`src/rtl/prbs_test_sched.sv`:
```
// Round-robin controller sharing one PRBS generator / pattern-detector datapath
// between two test requesters; returns pass/fail with a cycle count and keeps statistics.
module prbs_test_sched #(
    parameter int SLACK      = 8,
    parameter int RST_CYCLES = 2
) (
    input  logic        CLK,
    input  logic        RSTn,
    input  logic [1:0]  req_valid,
    output logic [1:0]  req_ready,
    input  logic [63:0] req_pattern,
    input  logic [15:0] req_n,
    output logic        dp_rst_n,
    output logic [31:0] dp_in,
    output logic [7:0]  dp_n,
    input  logic        dp_pattern_detected,
    output logic        rsp_valid,
    input  logic        rsp_ready,
    output logic        rsp_id,
    output logic        rsp_pass,
    output logic [15:0] rsp_cycles,
    output logic [15:0] pass_cnt,
    output logic [15:0] fail_cnt
);

    typedef enum logic [1:0] {IDLE, HOLD, RUN, RESP} state_t;

    state_t      state, state_next;
    logic        rr_ptr;
    logic [3:0]  hold_cnt;
    logic [15:0] run_cnt;
    logic        winner;
    logic        accept;
    logic        hold_done;
    logic [31:0] win_pattern;
    logic [7:0]  win_n;
    logic [15:0] cnt_next;
    logic [15:0] deadline;

    // On a tie the requester after the last winner goes next.
    assign winner      = (req_valid == 2'b11) ? ~rr_ptr : req_valid[1];
    assign win_pattern = winner ? req_pattern[63:32] : req_pattern[31:0];
    assign win_n       = winner ? req_n[15:8] : req_n[7:0];
    assign deadline    = {6'd0, dp_n, 2'b00} + 16'(SLACK);
    assign cnt_next    = run_cnt + 16'd1;
    assign hold_done   = (hold_cnt == 4'(RST_CYCLES - 1));
    assign rsp_valid   = (state == RESP);

    always_ff @(posedge CLK or negedge RSTn) begin
        if (!RSTn) state <= IDLE;
        else       state <= state_next;
    end

    // Grants are gated by RSTn so no requester is accepted while reset is held.
    always_comb begin
        state_next = state;
        req_ready  = 2'b00;
        accept     = 1'b0;
        case (state)
            IDLE: begin
                if (RSTn && (req_valid != 2'b00)) begin
                    accept     = 1'b1;
                    req_ready  = winner ? 2'b10 : 2'b01;
                    state_next = (win_n == 8'd0) ? RESP : HOLD;
                end
            end
            HOLD: begin
                if (hold_done) state_next = RUN;
            end
            RUN: begin
                if (dp_pattern_detected || (cnt_next == deadline)) state_next = RESP;
            end
            RESP: begin
                if (rsp_ready) state_next = IDLE;
            end
            default: state_next = IDLE;
        endcase
    end

    always_ff @(posedge CLK or negedge RSTn) begin
        if (!RSTn) begin
            dp_rst_n   <= 1'b0;
            dp_in      <= 32'd0;
            dp_n       <= 8'd0;
            rsp_id     <= 1'b0;
            rsp_pass   <= 1'b0;
            rsp_cycles <= 16'd0;
            pass_cnt   <= 16'd0;
            fail_cnt   <= 16'd0;
            rr_ptr     <= 1'b1;
            hold_cnt   <= 4'd0;
            run_cnt    <= 16'd0;
        end else begin
            dp_rst_n <= (state_next == RUN);
            case (state)
                IDLE: begin
                    if (accept) begin
                        dp_in      <= win_pattern;
                        dp_n       <= win_n;
                        rsp_id     <= winner;
                        rr_ptr     <= winner;
                        rsp_pass   <= 1'b0;
                        rsp_cycles <= 16'd0;
                        hold_cnt   <= 4'd0;
                    end
                end
                HOLD: begin
                    hold_cnt <= hold_cnt + 4'd1;
                    run_cnt  <= 16'd0;
                end
                RUN: begin
                    run_cnt <= cnt_next;
                    if (state_next == RESP) begin
                        rsp_pass   <= dp_pattern_detected;
                        rsp_cycles <= cnt_next;
                    end
                end
                RESP: begin
                    if (rsp_ready) begin
                        if (rsp_pass) begin
                            if (pass_cnt != 16'hFFFF) pass_cnt <= pass_cnt + 16'd1;
                        end else begin
                            if (fail_cnt != 16'hFFFF) fail_cnt <= fail_cnt + 16'd1;
                        end
                    end
                end
                default: ;
            endcase
        end
    end

endmodule

```
`config.mk`:
```
export PLATFORM = sky130hd
export DESIGN_NAME = prbs_test_sched
export DESIGN_NICKNAME = d
export VERILOG_FILES = /design/src/rtl/prbs_test_sched.sv
export SDC_FILE = /design/constraint.sdc
export NUM_CORES = 1
export LEC_CHECK = 0
export ABC_AREA = 0
export ABC_CLOCK_PERIOD_IN_PS = 5200
export BUFFER_PORTS_ARGS = -buffer_cell sky130_fd_sc_hd__buf_4
export CAP_MARGIN = 10
export CORE_MARGIN = 3
export CORE_UTILIZATION = 40
export CTS_CLUSTER_SIZE = 25
export DETAILED_ROUTE_END_ITERATION = 8
export RECOVER_POWER = 100
export SLEW_MARGIN = 20
export SYNTH_ARGS = -nofsm -noshare
export SYNTH_HDL_FRONTEND = slang
export SYNTH_SLANG_ARGS = --single-unit
```
`constraint.sdc`:
```
create_clock -name CLK -period 5.2 [get_ports CLK]
set_input_delay 0.78 -clock CLK [delete_from_list [all_inputs] [get_ports CLK]]
set_output_delay 0.78 -clock CLK [all_outputs]
set_load 0.05 [all_outputs]
```
==> impl_results.md <==
* Net count after synthesis at 702
* Largest stage delay, worst path at 1.38 ns
* Hold Fails Final Rpt at 0
* Sequential share of the synthesized area at 48.1%
* DR WL/cell at 16.4 um
* Top Family by Delay on Critical Path: buffers and inverters
* Final count of negative-setup-slack endpoints at 0
* Pins Over Slew Limit at 80
* Synthesized cell area at 0.00594 mm2
* R2R Path Start: state[0]
* Horizontal die dimension at 128 um
* Hold Path Class: flip-flop to flip-flop
* Leak at 0.00349 uW
* H-tree depth at 4
* Half-perimeter wire length after detailed placement at 11900 um
* RSZ-0062 raised after global routing: false
* Routed WL at 15800 um
* Top-area cell type share of the netlist area at 47.6%
* Instance area after placement at 0.00741 mm2
* Data arrival time of the worst path at 3.20 ns
* Pre-Repair DR Iteration Count at 5
* Fraction of the mapped netlist area in compound gates at 10.9%
* Clock network latency to the later pin of the worst-skew pair at 0.41 ns
* Multiplexer fraction of the synthesized cell area at 9.33%
* DR vias/cell at 5.17
* Startpoint of the lowest-slack hold path: dp_in[2]
* Number of buffers and inverters on the critical path at 3
* Die outline area at 0.0163 mm2
* Most common flop cell mapped by yosys: dfrtp_1
* Final net count at 872
* Antenna diode count at 0
* Share of layout cells above drive strength 1 at 15.3%
* CP startpoint kind: input port
* Async S/R FF share, synth at 100%
* Clock transition at path regs at 0.05 ns
* Antenna Violating Nets Remaining at 0
* Result of the run: finished with violations
* Part of the cycle the worst path needs at 76.5%
* Leading cell types in the layout, fill and taps excluded: dfrtp_1, nand2_1, clkbuf_1
* Total routing resource utilization after global routing at 20.1%
* Final weighted congestion of routability-driven global placement at 0.874
* # rows at 43
* Reg-to-Reg End: rsp_cycles[11]
* Critical path start-end classification: input port to output port
* Final critical path time including I/O delays and setup at 3.98 ns
* Number of instances resized during post-cts repair at 0
* Most common cell after layout, fill and taps aside: dfrtp_1
* Transition time of the tightest slew-check pin at 2.68 ns
* Buffer cell driving the clock tree root: clkbuf_16
* Number of buffers on the longest clock path at 2
* Depth of the most critical reg-to-reg path at 9
* TritonCTS Buffers at 17
* Clock tree from TritonCTS: yes
* Share of synthesized cell area in and, or, nand and nor gates at 17.9%
* Post-synthesis average cell area at 9.80 um2
* Number of enable flip-flop cells after synthesis at 0
* Dominant combinational cell family by area after synthesis: simple AND/OR/NAND/NOR gates
* Number of antenna violations at the first check in global routing at 0
* Layout Cell Area excl Fill at 0.00756 mm2
* Slowest CP cell: clkbuf_1
* Synth warn at 0
* Number of hold buffers added after CTS at 0
* XOR/XNOR Fraction of Synth Area at 8.22%
* Pin count of the biggest net entering global routing at 84
* GR Overflow Total at 0
* Vias in the first global route at 5139
* Global-route wire length before repair at 26000 um
* Cell-by-cell trace of the critical path: clkbuf_1, a21boi_4, clkbuf_1, nor2_1, buf_4
* Port Buffers at 179
* PwrDens at 546 mW/mm2
* Remaining DRCs at 0
* Cell type with the largest total area after synthesis: dfrtp_1
* Post-synthesis adder-cell area fraction at 2.11%
* Via count of the routed design at 4988
* Kind of end point of the critical path: output port
* Headroom to the max-slew limit at -78.7%
* Instance count of the mapped netlist at 606
* 1st-iter DRT viols at 217
* Peak supply drop at 331 uV
* Number of post-CTS setup repair buffers at 0
* Hold path cells at 2
* Worst hold endpoint: dp_in[2]
* Worst clock skew at 0.00618 ns
* Initial cell density of the core at 41.8%
* Vertical extent of the die at 128 um
* Most used cell along the critical path: clkbuf_1
* Count of different cell masters after synthesis at 49
* Dominant cells by area after synthesis: dfrtp_1, mux2i_1, nand2_1, xnor2_1, o21ai_0
* Flop and latch count out of synthesis at 114
* Sum of negative setup slack at 0 ns
* Synthesis-to-finish area growth at 27.4%
* Worst reg-to-reg setup slack at 1.42 ns
* IO Pins at 180
* Max capacitance violation total at 2
* Worst-path maximum fanout at 29
* Endpoint required time on the critical path at 4.42 ns
* Violations in the final reports: max-capacitance violations, max-slew violations
* Max Freq at 251 MHz
* TritonCTS Sinks at 114
* Core area at 0.0142 mm2
* Final Core Density at 53.3%
## cell type report
class	instances	area [um2]
Clock buffer	21	450
Clock inverter	7	87.6
Fill cell	1371	6640
Inverter	19	71.3
Multi-Input combinational cell	441	2870
Sequential cell	114	2850
Tap cell	180	225
Timing Repair Buffer	183	1010
## flip-flops by register name, summed over array words and instances, names as in the netlist, 2 cells and up
| name | count |
|---|---|
| dp_in | 32 |
| fail_cnt | 16 |
| pass_cnt | 16 |
| rsp_cycles | 16 |
| run_cnt | 16 |
| dp_n | 8 |
| hold_cnt | 4 |
| state | 2 |
## worst register-to-register path, cell delays in order (launching register included)
cell	delay, ns
dfrtp_1	0.43
inv_1	0.13
ha_1	0.56
nor2_1	0.17
o221ai_1	0.13
o21ai_0	0.13
or4_1	0.54
o41ai_1	0.83
nand2_4	0.37
a32o_1	0.38
## per-stage QoR
| step | setup slack [ns] | total power (uW) | std cells | hold WS, ns |
|---|---|---|---|---|
| after global routing | 1.02 | 4380 | 965 | 0.502 |
| after CTS | 1.99 | 4360 | 965 | 0.483 |
| after floorplan | 2.17 | 2630 | 606 | 0.437 |
| after detailed placement | 2.00 | 3260 | 937 | 0.472 |
| final | 1.22 | 4130 | 965 | 0.475 |
| after global placement | 2.15 | 3230 | 937 | 0.461 |
## cell usage after synthesis, drive strengths merged, types with 3 or more instances
cell and n:
or3 7, or4 3, a21boi 3, mux2i 52, xor2 15, nand2 105
and3 5, a31o 3, dfrtp 113, nand4 13, a21oi 4, and2 4
and4 9, inv 19, nor3 5, ha 10, mux2 3, o21ai 60
nand3 27, nand2b 3, o2111ai 3, o31ai 8, buf 7, o22ai 3
nor2 28, xnor2 38, nor4 5, a32o 6, clkbuf 25
## worst max-delay path by stage
stage | from | endpoint | slack [ns] | cells after the start
2_1_floorplan | req_valid[1] | req_ready[0] | 2.17 | 5
3_3_place_gp | state[0] | rsp_cycles[13] | 2.15 | 9
3_5_place_dp | state[0] | rsp_cycles[11] | 2.00 | 9
4_1_cts | state[0] | rsp_cycles[11] | 1.99 | 9
5_1_grt | req_valid[1] | req_ready[0] | 1.02 | 5
6_report | req_valid[0] | req_ready[0] | 1.22 | 5
## power breakdown
group / internal [uW] / total [uW] / switching, uW
logic: 436 / 1740 / 1300
registers: 1110 / 1310 / 200
clock network: 701 / 1080 / 383
## per-layer routing
| metal | routed length [um] | vias to the layer above | track usage [%] |
|---|---|---|---|
| met5 | 0 | - | 0 |
| met4 | 206 | 0 | 6.18 |
| met3 | 1270 | 18 | 7.33 |
| met2 | 7620 | 188 | 33.3 |
| met1 | 6720 | 2326 | 24.6 |
| li1 | - | 2456 | - |
## logic make-up after synthesis
kind of cell / Yosys count
buffers and inverters: 51
muxes: 55
adders and majority gates: 10
DFF: 114
AOI/OAI and AO/OA: 101
xor gates and xnor gates: 54
and+or+nand+nor: 221
Note: power is estimated with default switching activity, not from simulation.
